**src/rtl/calc_controller_param.sv**
```systemverilog
// Serial-key unlocked controller: loads a mode after unlock, queues read/write commands
// and sequences memory access, data sampling and a timeout-bounded TX handshake.
module calc_controller_param #(
    parameter int                 KEY_LEN    = 8,
    parameter logic [KEY_LEN-1:0] KEY_VALUE  = KEY_LEN'(8'hA5),
    parameter int                 MODE_W     = 2,
    parameter int                 CMD_DEPTH  = 4,
    parameter int                 TX_TIMEOUT = 255
) (
    input  logic              Clk,
    input  logic              Reset,
    input  logic              InputKey,
    input  logic              ValidCmd,
    input  logic              RW,
    input  logic              TxDone,
    output logic              Active,
    output logic [MODE_W-1:0] Mode,
    output logic              AccessMem,
    output logic              RWMem,
    output logic              SampleData,
    output logic              TxData,
    output logic              Busy,
    output logic              CmdDrop,
    output logic              Timeout
);
    localparam int PTR_W = $clog2(CMD_DEPTH);
    localparam int CNT_W = PTR_W + 1;
    localparam int TMR_W = $clog2(TX_TIMEOUT + 1);
    localparam int BIT_W = $clog2(MODE_W + 1);

    typedef enum logic [1:0] {K_LOCK, K_MODE_LOAD, K_ACTIVE} key_state_t;
    typedef enum logic [2:0] {F_IDLE, F_WR_SMP, F_WR_ACC, F_RD_ACC, F_TX} flow_state_t;

    key_state_t         key_state, key_next;
    logic [KEY_LEN-1:0] shreg, shreg_d, shreg_shift;
    logic [MODE_W-1:0]  mode_d;
    logic [BIT_W-1:0]   bitcnt, bitcnt_d;
    logic               lock_pending, lock_pending_d;
    logic               sample, key_match;

    flow_state_t        flow_state, flow_next;
    logic [TMR_W-1:0]   timer, timer_d;
    logic               timeout_d;

    logic               cmd_mem [CMD_DEPTH];
    logic [PTR_W-1:0]   wr_ptr, rd_ptr;
    logic [CNT_W-1:0]   count, count_d;
    logic               full, pop, push_req, push_ok, drop;

    // Key bits are only taken on cycles without a command strobe.
    assign sample      = ~ValidCmd;
    assign shreg_shift = (shreg << 1) | KEY_LEN'(InputKey);
    assign key_match   = sample && (shreg_shift == KEY_VALUE);

    always_comb begin
        key_next       = key_state;
        shreg_d        = shreg;
        mode_d         = Mode;
        bitcnt_d       = bitcnt;
        lock_pending_d = lock_pending;
        if (sample)
            shreg_d = shreg_shift;
        case (key_state)
            K_LOCK: begin
                if (key_match) begin
                    key_next = K_MODE_LOAD;
                    bitcnt_d = '0;
                end
            end
            K_MODE_LOAD: begin
                if (sample) begin
                    mode_d   = (Mode << 1) | MODE_W'(InputKey);
                    bitcnt_d = bitcnt + 1'b1;
                    if (bitcnt == BIT_W'(MODE_W - 1)) begin
                        key_next = K_ACTIVE;
                        shreg_d  = '0;
                    end
                end
            end
            K_ACTIVE: begin
                // Relock waits until every queued command has been carried out.
                if (lock_pending && !Busy && sample) begin
                    key_next       = K_LOCK;
                    mode_d         = '0;
                    lock_pending_d = 1'b0;
                end else if (key_match) begin
                    lock_pending_d = 1'b1;
                end
            end
            default: key_next = K_LOCK;
        endcase
    end

    assign push_req = ValidCmd & Active;
    assign full     = (count == CNT_W'(CMD_DEPTH));
    assign pop      = (flow_state == F_IDLE) && (count != '0);
    assign push_ok  = push_req && (!full || pop);
    assign drop     = push_req && full && !pop;
    assign count_d  = count + CNT_W'(push_ok) - CNT_W'(pop);

    always_comb begin
        flow_next = flow_state;
        timer_d   = timer;
        timeout_d = 1'b0;
        case (flow_state)
            F_IDLE: begin
                if (pop)
                    flow_next = cmd_mem[rd_ptr] ? F_WR_SMP : F_RD_ACC;
            end
            F_WR_SMP: flow_next = F_WR_ACC;
            F_WR_ACC: flow_next = F_IDLE;
            F_RD_ACC: begin
                flow_next = F_TX;
                timer_d   = '0;
            end
            F_TX: begin
                if (TxDone) begin
                    flow_next = F_IDLE;
                end else if (timer == TMR_W'(TX_TIMEOUT - 1)) begin
                    flow_next = F_IDLE;
                    timeout_d = 1'b1;
                end else begin
                    timer_d = timer + 1'b1;
                end
            end
            default: flow_next = F_IDLE;
        endcase
    end

    // Strobes are decoded from the next state so they line up with the state they belong to.
    always_ff @(posedge Clk or negedge Reset) begin
        if (!Reset) begin
            key_state    <= K_LOCK;
            shreg        <= '0;
            Mode         <= '0;
            bitcnt       <= '0;
            lock_pending <= 1'b0;
            Active       <= 1'b0;
            flow_state   <= F_IDLE;
            timer        <= '0;
            wr_ptr       <= '0;
            rd_ptr       <= '0;
            count        <= '0;
            AccessMem    <= 1'b0;
            RWMem        <= 1'b0;
            SampleData   <= 1'b0;
            TxData       <= 1'b0;
            Busy         <= 1'b0;
            CmdDrop      <= 1'b0;
            Timeout      <= 1'b0;
        end else begin
            key_state    <= key_next;
            shreg        <= shreg_d;
            Mode         <= mode_d;
            bitcnt       <= bitcnt_d;
            lock_pending <= lock_pending_d;
            Active       <= (key_next == K_ACTIVE);
            flow_state   <= flow_next;
            timer        <= timer_d;
            count        <= count_d;
            if (push_ok)
                wr_ptr <= wr_ptr + 1'b1;
            if (pop)
                rd_ptr <= rd_ptr + 1'b1;
            AccessMem    <= (flow_next == F_WR_ACC) || (flow_next == F_RD_ACC);
            RWMem        <= (flow_next == F_WR_ACC);
            SampleData   <= (flow_next == F_WR_SMP);
            TxData       <= (flow_next == F_TX);
            Busy         <= (flow_next != F_IDLE) || (count_d != '0);
            CmdDrop      <= drop;
            Timeout      <= timeout_d;
        end
    end

    always_ff @(posedge Clk) begin
        if (push_ok)
            cmd_mem[wr_ptr] <= RW;
    end

endmodule

```
**config.mk**
```make
export PLATFORM = sky130hd
export DESIGN_NAME = calc_controller_param
export DESIGN_NICKNAME = d
export VERILOG_FILES = /design/src/rtl/calc_controller_param.sv
export SDC_FILE = /design/constraint.sdc
export NUM_CORES = 1
export LEC_CHECK = 0
export ABC_AREA = 1
export CORE_AREA = 2 2 66 68
export CTS_CLUSTER_SIZE = 30
export DETAILED_ROUTE_END_ITERATION = 12
export DIE_AREA = 0 0 68 70
export DONT_BUFFER_PORTS = 1
export PLACE_DENSITY_LB_ADDON = 0.2
export SLEW_MARGIN = 30
export SYNTH_ARGS = -nofsm -noshare
export SYNTH_HDL_FRONTEND = slang
export SYNTH_SLANG_ARGS = --single-unit
```
**constraint.sdc**
```tcl
create_clock -name Clk -period 2.4 [get_ports Clk]
set_clock_uncertainty 0.1 [all_clocks]
set_input_delay 0.24 -clock Clk [delete_from_list [all_inputs] [get_ports Clk]]
set_output_delay 0.24 -clock Clk [all_outputs]
set_load 0.05 [all_outputs]
```
== Word level (Yosys, flattened, before mapping) ==
Memories as Yosys holds them, arrays and structs flattened.
Index checks and enable logic that the tools add are counted.

* Memories: 1
* Output and inout bits: 10
* Input port bits: 6
* Register bits: 41
* Memory bits (writable): 4

{| class="wikitable"
|+ Memories
! name !! words !! bits a word !! read ports !! clocked after Yosys merged registers in !! wr ports !! line !! text
|-
| cmd_mem || 4 || 1 || 1 || 0 || 1 || 45 || <nowiki>logic cmd_mem [CMD_DEPTH];</nowiki>
|}

* Multiplexer cells: 30
* Equality and inequality tests: 19
* Add/sub/neg operators: 6
* Bitwise operators: 4
* Reductions and logical operators: 26

{| class="wikitable"
|+ Operators with widths
! cell !! count
|-
| $mux W8 || 6
|-
| $mux W2 || 9
|-
| $eq A8 B8 Y1 const B || 2
|-
| $pmux W8 S2 || 1
|-
| $pmux W3 S4 || 1
|-
| $ne A2 B2 Y1 const B || 5
|-
| $eq A3 B2 Y1 const B || 3
|-
| $eq A3 B3 Y1 const B || 3
|-
| $mux W3 || 3
|-
| $reduce_and A3 Y1 || 3
|-
| $reduce_bool A3 Y1 || 3
|-
| $add A8 B1 Y8 const B || 1
|-
| $or A8 B1 Y8 || 1
|-
| $pmux W2 S2 || 2
|-
| $reduce_bool A2 Y1 || 4
|-
| $logic_and A1 B1 Y1 || 7
|-
| $mux W1 || 7
|-
| $add A2 B1 Y2 const B || 3
|-
| $eq A3 B1 Y1 const B || 2
|-
| $pmux W2 S3 || 1
|-
| $eq A2 B1 Y1 const B || 2
|-
| $eq A2 B2 Y1 const B || 2
|-
| $add A3 B1 Y3 || 1
|-
| $logic_not A1 Y1 || 3
|-
| 8 further kinds || 10
|}

== Logic depth before layout (Yosys ltp) ==
Gate-level depths: netlist (run 1).

* Depth after elaboration: 8
* Gate-level depth with buffers: 14

== Worst setup path after synthesis (run 1) ==
No wires, ideal clock.

* Path type: register -> register
* Start point: reg Active
* End point: reg Busy
* Library setup time: 0.125 ns
* Data required time: 2.175 ns
* Arrival time: 2.274 ns
* Buffers on the path: 0
* Cell stages (with the launch flop): 11
* Path slack: -0.100 ns
* Path through: dfrtp_1 > nand2_1 > inv_1 > nand2_2 > ha_1 > inv_1 > ha_1 > fa_1 > or2_2 > nor2_1 > nand3_1

* Word-level cells in the longest chain between the ends: 6

{| class="wikitable"
|+ Ends and longest elaborated chain
! item !! line !! text
|-
| start: declaration || 16 || <nowiki>output logic Active,</nowiki>
|-
| start signal: assignment || 157 || <nowiki>Active <= (key_next == K_ACTIVE);</nowiki>
|-
| $and A1 B1 Y1 || 94 || <nowiki>assign push_req = ValidCmd & Active;</nowiki>
|-
| $logic_and A1 B1 Y1 || 97 || <nowiki>assign push_ok = push_req && (!full || pop);</nowiki>
|-
| $add A3 B1 Y3 || 99 || <nowiki>assign count_d = count + CNT_W'(push_ok) - CNT_W'(pop);</nowiki>
|-
| $sub A3 B1 Y3 || 99 ||
|-
| net count_d[1] || 47 || <nowiki>logic [CNT_W-1:0] count, count_d;</nowiki>
|-
| $reduce_bool A3 Y1 || 169 || <nowiki>Busy <= (flow_next != F_IDLE) || (count_d != '0);</nowiki>
|-
| $logic_or A1 B1 Y1 || 169 ||
|-
| end signal: assignment || 169 ||
|-
| end: declaration || 22 || <nowiki>output logic Busy,</nowiki>
|}

The timed path passes the listed nets, and every way through them passes these cells.
A chain may end at the register's enable or synchronous reset.

== Final worst setup path (run 1) ==
* Start point: reg count[0]
* End point: reg Busy

* Word-level cells in the longest chain between the ends: 8

{| class="wikitable"
|+ Ends and longest elaborated chain
! item !! line !! text
|-
| start: declaration || 47 ||
|-
| start signal: assignment || 160 || <nowiki>count <= count_d;</nowiki>
|-
| $eq A3 B3 Y1 or $reduce_bool A3 Y1 (tied branches) || 95, 96 ||
|-
| $logic_not A1 Y1 or $logic_and A1 B1 Y1 (tied branches) || 97, 96 ||
|-
| $logic_or A1 B1 Y1 || 97 ||
|-
| $logic_and A1 B1 Y1 || 97 ||
|-
| $add A3 B1 Y3 || 99 ||
|-
| $sub A3 B1 Y3 (*) || 99 ||
|-
| net count_d[1] || 47 ||
|-
| $reduce_bool A3 Y1 (*) || 169 ||
|-
| $logic_or A1 B1 Y1 (*) || 169 ||
|}

The timed path passes the listed nets; every way through them passes the cells marked *.

==> results.md, run 1 <==
- The total leakage power is 0.001190 uW.
- The maximum number of pins on one net before global-route repair is 41.
- The number of stages on the worst hold path is 2.
- The data arrival time at the worst-slack endpoint is 2.43 ns.
- From synthesis to final layout, the design area changed by 16.44%.
- The sequential fraction of the synthesis area is 52.99%.
- At the end of routability-driven placement, the weighted congestion stood at 0.7889.
- The die covers 4760 um2.
- Dividing the detail-routed wire length by the instance count gives 12.55 um.
- The power density over the cells is 1147 nW/um2.
- The kind of launch point of the worst setup path is a flip-flop.
- The routed design could run at a clock period as short as 2.337 ns.
- In this run the register-to-register setup slack is 0.06 ns.
- The worst register-to-register path has a depth of 12.
- The worst-case IR drop observed on VDD is 0.0005196 V.
- The number of distinct standard cells referenced by the synthesized netlist is 28.
- The library cell used most frequently in the layout, excluding fill and tap cells, is nand2_1.
- After detailed routing, the number of remaining DRC violations is 0.
- The achievable clock frequency is 0.4278 GHz.
- After floorplanning, the core was divided into 24 placement rows.
- The worst hold path begins at ValidCmd.
- The leading register cell type out of synthesis is dfrtp_1.
- Wire segments on met2 add up to 2029 um in the final route.
- The remaining antenna violation count after routing is 0.
- The synthesized design contains 44 register bits.
- Setup repair after global routing could not meet its margin everywhere.
- At the later pin of the worst-skew pair, clock insertion delay measures 0.30 ns.
- The number of clock buffers inserted by TritonCTS is 5.
- The worst hold path class is in -> reg.
- The routed metal-1 wire length is 1673 um.
- CTS saw 44 sinks.
- The count of TritonRoute iterations in the first routing pass is 4.
- The flow ran to the end, and the final reports show no timing, DRC or antenna violations.
- The number of hold-slack violations in the final timing report is 0.
- TritonCTS built the clock tree.
- The number of antenna violations at the first check in global routing came to 0.
- The deepest level of the CTS H-tree is 2.
- The per-instance average area after synthesis is 8.743 um2.
- The count of warnings emitted by yosys is 0.
- The tree is rooted in a clkbuf_8.
- The endpoint of the worst hold-timing path is shreg[1].
- The aggregate global-route resource usage is 18.41%.
- Counting flops with a built-in enable in the synthesized netlist gives 4.
- The detailed router finished its first iteration with 71 violations.
- The count of endpoints failing setup in the final report is 0.
- The die width is 68 um.
- Detailed routing placed a total of 191 um of wire on met3.
- The first global-routing pass estimated 6596 um of wire.
- 0 antenna diodes ended up in the layout.
- The startpoint identified for the worst register-to-register timing path is count[0].
- After legalization and detailed placement, the total HPWL measured 2735 um.
- The final layout contains routed wiring with a total length of 3952 um.
- The endpoint of the most critical register-to-register path is Busy.
- The ratio of routed vias to standard cells is 4.975.
- Cells with a size suffix above 1 make up 15.97% of the layout.
- The routed via count is 1567.
- The I/O pin total is 16.
- The number of cells produced by synthesis is 242.
- In the layout the commonest cells are 57 x nand2_1, 39 x dfrtp_1, 36 x nor2_1.
- The summed instance area of the synthesized netlist is 2116 um2.
- The synthesized net count is 258.
- Routed signal wires occupy layers up through met4.
- After global routing the overflow that remains totals 0.
- The relative max-transition margin is 65.53%.
- For the worst setup path, the data required time is 2.49 ns.
- After routing the design area is 2464 um2.
- The count of max-cap constraint violations is 0.
- The number of port buffers is 0.
- The clock-pin slew on the worst setup and hold paths is 0.08 ns.
- The total power after layout is 2825 uW.
- The count of fill cells added during filler insertion is 362.
- The highest net fanout along the worst path is 3.
- In the final design database the tool counted 278 nets.
- The effective utilization at floorplan is 51.06%.
- The critical path class is reg -> reg.
- In this run the standard cell core region covers 4144 um2.
- In this run the deepest clock path goes through 2 buffers.
- The via count of the first global-routing pass is 1581.
- The max-slew violation total from the final report is 0.
- The share of async-settable or async-resettable flops after synthesis is 90.91%.
- STA classifies the critical path endpoint as a flip-flop.
- For the pin with the worst max-slew slack, the measured transition is 0.5170 ns.
- The die is 70 um tall.
- The placed cell area is 2248 um2.
- Dividing the final minimum period by the clock period gives 97.39%.
==> flip-flops by register name, summed over array words and instances (netlist names) <==
name	cells
CmdDrop	1
wr_ptr	2
SampleData	1
timer	8
count	3
shreg	7
lock_pending	1
Active	1
rd_ptr	2
key_state	2
TxData	1
cmd_mem	4
Busy	1
Timeout	1
Mode	2
RWMem	1
flow_state	3
AccessMem	1
bitcnt	2
==> worst max path at each step <==
stage / cells after the start / end / from
finish: 12 / Busy / count[0]
global route: 12 / Busy / count[1]
CTS: 13 / Busy / flow_state[1]
detailed placement: 13 / Busy / flow_state[1]
global placement: 11 / Busy / flow_state[1]
floorplan: 13 / Busy / flow_state[1]
==> what timing repair did <==
item                                   in CTS  in global routing
endpoints found under the hold margin      50                  0
setup buffers                               0                  2
hold buffers                                6                  0
setup endpoints to repair                   0                  1
gates resized for setup                     0                 10
==> synth_stat cells, drive strengths merged, types with 2 or more instances <==
| master | count | area share [%] |
|---|---|---|
| nand4 | 2 | 0.59 |
| ha | 9 | 5.3 |
| o21ai | 7 | 1.7 |
| o22ai | 5 | 1.5 |
| nor2 | 40 | 7.9 |
| dfrtp | 40 | 47 |
| nor3 | 3 | 0.71 |
| nand2 | 65 | 13 |
| xnor2 | 2 | 0.83 |
| a21oi | 5 | 1.2 |
| xor2 | 4 | 1.7 |
| nand3 | 16 | 4.0 |
| edfxtp | 4 | 5.7 |
| inv | 33 | 6.0 |
==> per-layer routing <==
layer  vias up  track usage (%)
met3         7            5.797
li1        797                -
met4         0            6.667
met1       741            20.49
met2        22            32.04
met5         -                0
==> where the power goes <==
part | total, uW | switching [uW] | leakage (uW) | internal (uW)
Combinational | 1110 | 630 | 0.000588 | 477
Sequential | 1240 | 293 | 0.000550 | 947
Clock | 478 | 249 | 0.0000510 | 230
Total | 2830 | 1170 | 0.00119 | 1650
==> cell type report <==
class,instances,area [um2],area share (%)
sequential,44,1122,45.56
multi-input combinational,164,927.1,37.63
timing repair buffer,14,130.1,5.282
inverter,33,126.4,5.130
clock buffer,6,82.58,3.352
tap,52,65.06,2.641
clock inverter,2,10.01,0.4063
==> metrics by stage <==
step                      std cells  setup WS (ns)  util [%]  hold slack [ns]  TNS (ns)
after floorplan                 242       0.003647         -          -0.1556         0
after global placement          299        0.08516     54.26          -0.1548         0
after detailed placement        299        0.02575     54.26          -0.1547         0
after CTS                       313       0.007666     58.18         0.004173         0
after global routing            315       -0.08435     59.45         0.008439  -0.08435
final                           315        0.06255     59.45         0.006521         0
==> logic make-up after synthesis <==
| logic type | after synthesis | share of synthesized area [%] |
|---|---|---|
| AOI/OAI and AO/OA | 20 | 5.381 |
| xor gates and xnor gates | 6 | 2.484 |
| adders and majority gates | 10 | 6.269 |
| buffers and inverters | 34 | 6.150 |
| DFF | 44 | 52.99 |
| and+or+nand+nor | 128 | 26.73 |
==> worst max-delay path: stages (launching register included) <==
cell and delay (ns):
dfrtp_1 0.41, nor2_1 0.12, nand2_1 0.10, nand3_4 0.10, nand2_4 0.07, nand2_4 0.08, ha_4 0.20, inv_2 0.04
ha_2 0.16, fa_2 0.44, or2_4 0.27, nor2_4 0.10, nand3_2 0.05
Note: power is estimated with default switching activity, not from simulation.
==> inputs of run 2 (changes only) <==
--- a/config.mk
+++ b/config.mk
@@ -6,12 +6,15 @@
 export NUM_CORES = 1
 export LEC_CHECK = 0
 export ABC_AREA = 1
-export CORE_AREA = 2 2 66 68
+export CELL_PAD_IN_SITES_DETAIL_PLACEMENT = 0
+export CELL_PAD_IN_SITES_GLOBAL_PLACEMENT = 1
+export CORE_AREA = 2 2 74 76
 export CTS_CLUSTER_SIZE = 30
 export DETAILED_ROUTE_END_ITERATION = 12
-export DIE_AREA = 0 0 68 70
+export DIE_AREA = 0 0 76 78
 export DONT_BUFFER_PORTS = 1
-export PLACE_DENSITY_LB_ADDON = 0.2
+export MAX_ROUTING_LAYER = met4
+export PLACE_DENSITY_LB_ADDON = 0.1
 export SLEW_MARGIN = 30
 export SYNTH_ARGS = -nofsm -noshare
 export SYNTH_HDL_FRONTEND = slang
==> run 2 against run 1 <==
  * Design area grew 1.5%
  * Total power up 1.9%
  * Critical endpoint unchanged
  * Clock power rose by 16%
  * Hold slack gained 0.00099 ns
  * Sequential power about the same
  * Register-to-register slack improved by 0.02 ns
  * Combinational power barely moved
  * Sequential share of layout area is 0.68 points lower
  * Die area is 25% higher
  * Setup slack improved by 0.016 ns
  * Largest power group unchanged
  * Cell count increased by 6.7%
  * Highest routed layer unchanged
  * Critical path depth decreased by 1
  * Largest cell class unchanged
==> results.md, run 2 (synthesis results as in run 1) <==
- The deepest level of the CTS H-tree is 2 (unchanged).
- The clock-pin slew on the worst setup and hold paths is 0.08 ns (about the same).
- The startpoint of the lowest-slack hold path is ValidCmd (unchanged).
- The number of hold-slack violations in the final timing report is 0 (unchanged).
- The site row count is 26 (was 24).
- The endpoint required time on the critical path is 2.47 ns (was 2.49 ns).
- The placed cell count is 317 (was 299).
- The layout cell share with drive strength beyond 1 is 15.41% (was 15.97%).
- The count of endpoints failing setup in the final report is 0 (unchanged).
- The count of inserted antenna diode cells is 0 (unchanged).
- The placer's final routability congestion estimate is 0.7442 (was 0.7889).
- The routed metal-1 wire length is 1923 um (was 1673 um).
- The overall routed net length came to 3923 um (was 3952 um).
- The final instance count without filler cells is 336 (was 315).
- The final critical delay including setup and external delays is 2.321 ns (was 2.337 ns).
- The achievable clock frequency is 0.4308 GHz (was 0.4278 GHz).
- The number of violations reported at the end of detailed-routing iteration 0 is 64 (was 71).
- The die width is 76 um (was 68 um).
- The area of the core region is 5042 um2 (was 4144 um2).
- The count of max-cap constraint violations is 0 (unchanged).
- The launch instance of the worst register-to-register path is flow_state[0] (was count[0]).
- The highest net fanout along the worst path is 3 (unchanged).
- The wire length per cell after detailed routing was 11.68 um (was 12.55 um).
- The family with the most delay on the worst path is simple AND/OR/NAND/NOR gates (unchanged).
- The delay of the slowest critical-path stage is 0.42 ns (was 0.44 ns).
- The most common cell after layout, fill and taps aside is nand2_1 (unchanged).
- The flip-flop count of the largest register, all copies and words added is 8 (unchanged).
- Result of the run: finished clean (unchanged).
- The kind of launch point of the worst setup path is a flip-flop (unchanged).
- The met2 wire length is 1829 um (was 2029 um).
- The count of TritonRoute iterations in the first routing pass is 4 (unchanged).
- The maximum number of pins on one net before global-route repair is 41 (unchanged).
- The transition time at the pin with the least slew margin is 0.5362 ns (was 0.5170 ns).
- The number of clock buffers inserted by TritonCTS was 5 (unchanged).
- The data arrival time at the worst-slack endpoint is 2.39 ns (was 2.43 ns).
- The start point of the critical path is flow_state[0] (was count[0]).
- The number of port buffers is 0 (unchanged).
- The overflow left after global routing is 0 (unchanged).
- The number of buffer and inverter instances along the worst setup path is 1 (unchanged).
- Top library cells by usage in the layout, fill and taps aside: 57 x nand2_1, 39 x dfrtp_1, 36 x nor2_1 (unchanged).
- The clock tree buffer depth is 2 (unchanged).
- The critical path endpoint category is a flip-flop (unchanged).
- The routed length on met3 came to 142 um (was 191 um).
- The number of clock sinks is 44 (unchanged).
- The ratio of routed vias to standard cells is 4.613 (was 4.975).
- The max-slew violation total from the final report is 0 (unchanged).
- The via count of the first global-routing pass is 1450 (was 1581).
- The I/O pin total is 16 (unchanged).
- The library cell used as clock root buffer was clkbuf_8 (unchanged).
- The highest metal layer with signal wires is met4 (unchanged).
- The number of antenna violations at the first check in global routing is 0 (unchanged).
- The remaining antenna violation count after routing is 0 (unchanged).
- The routed via count was 1550 (was 1567).
- The relative max-transition margin is 64.25% (was 65.53%).
- The power density over the cells is 1151 nW/um2 (was 1147 nW/um2).
- The clock tree from TritonCTS is yes (unchanged).
- The clock latency on the worst-skew pair is 0.29 ns (was 0.30 ns).
- Top Registers: timer: 8 flops, shreg: 7 flops, cmd_mem: 4 flops (unchanged).
- Cells traversed along the worst timing path: nor2_2 -> nand3_2 -> nand2_2 -> nand2_4 -> ha_4 -> inv_2 -> ha_4 -> fa_2 -> or2_4 -> nor2_2 -> nand3_1 (was nor2_1 -> nand2_1 -> nand3_4 -> nand2_4 -> nand2_4 -> ha_4 -> inv_2 -> ha_2 -> fa_2 -> or2_4 -> nor2_4 -> nand3_2).
- The total leakage power is 0.001202 uW (was 0.001190 uW).
- The aggregate global-route resource usage is 15.29% (was 18.41%).
- The largest vdd supply drop is 0.0005844 V (was 0.0005196 V).
- The floorplan die area is 5928 um2 (was 4760 um2).
- The wire length of the first global-routing pass is 6810 um (was 6596 um).
- The register bank with the most flops was timer (unchanged).
- The layout overhead on the synthesized area is 18.21% (was 16.44%).
- The overall die height was 78 um (was 70 um).
- The critical path class is reg -> reg (unchanged).
- Unrepaired setup endpoints after global routing: true (unchanged).
- The worst hold path class is in -> reg (unchanged).
- The effective utilization at floorplan came to 41.96% (was 51.06%).
- The part of the cycle the worst path needs is 96.71% (was 97.39%).
- The final-stage net count was 281 (was 278).
- The total power after layout came to 2878 uW (was 2825 uW).
- The post-route DRC violation count is 0 (unchanged).
- The slowest cell on the critical path was fa_2 (unchanged).
- The half-perimeter wire length after placement was 2737 um (was 2735 um).
run 2: cell type report:
type	count	area, um2
sequential	44	1122
clock inverter	2	35.03
inverter	33	126.4
multi-input combinational	164	904.6
timing repair buffer	17	152.6
tap	70	87.58
clock buffer	6	72.57
fill	503	2541
run 2: worst paths after layout:
check	slack, ns	endpoint	depth (start not counted)
setup / recovery	0.08	Busy	11
hold / removal	0.008	shreg[1]	2
setup reg to reg	0.08	Busy	11
hold reg to reg	0.39	shreg[6]	2
max in group asynchronous	1.69	timer[3]	2
min in group asynchronous	0.30	Mode[0]	2
run 2: report_power, final:
group	total, uW	switching [uW]	internal (uW)
Sequential	1230	279	947
Combinational	1100	599	498
Clock	554	245	309
Total	2880	1120	1750
run 2: metal layers:
metal	global-route usage (%)	up-vias
met5	-	-
met4	4.909	0
met3	4.302	2
met2	23.21	15
met1	20.00	727
li1	-	806
run 2: metrics by stage:
stage	TNS (ns)	worst slack, ns	area [um2]	hold slack [ns]	util, %
detailed placement	0	0.04451	2271	-0.1545	45.04
floorplan	0	0.003647	2142	-0.1556	-
finish	0	0.07885	2501	0.007511	49.60
CTS	0	0.01523	2449	0.001178	48.56
global placement	0	0.07880	2271	-0.1548	45.04
global route	-0.06139	-0.06139	2501	0.01697	49.60
run 2: what timing repair did:
| item | 4_1_cts | 5_1_grt |
|---|---|---|
| hold buffers | 6 | 0 |
| setup buffers | 0 | 5 |
| setup endpoints to repair | 0 | 1 |
| gates resized for setup | 0 | 4 |
| hold endpoints to repair | 50 | 0 |
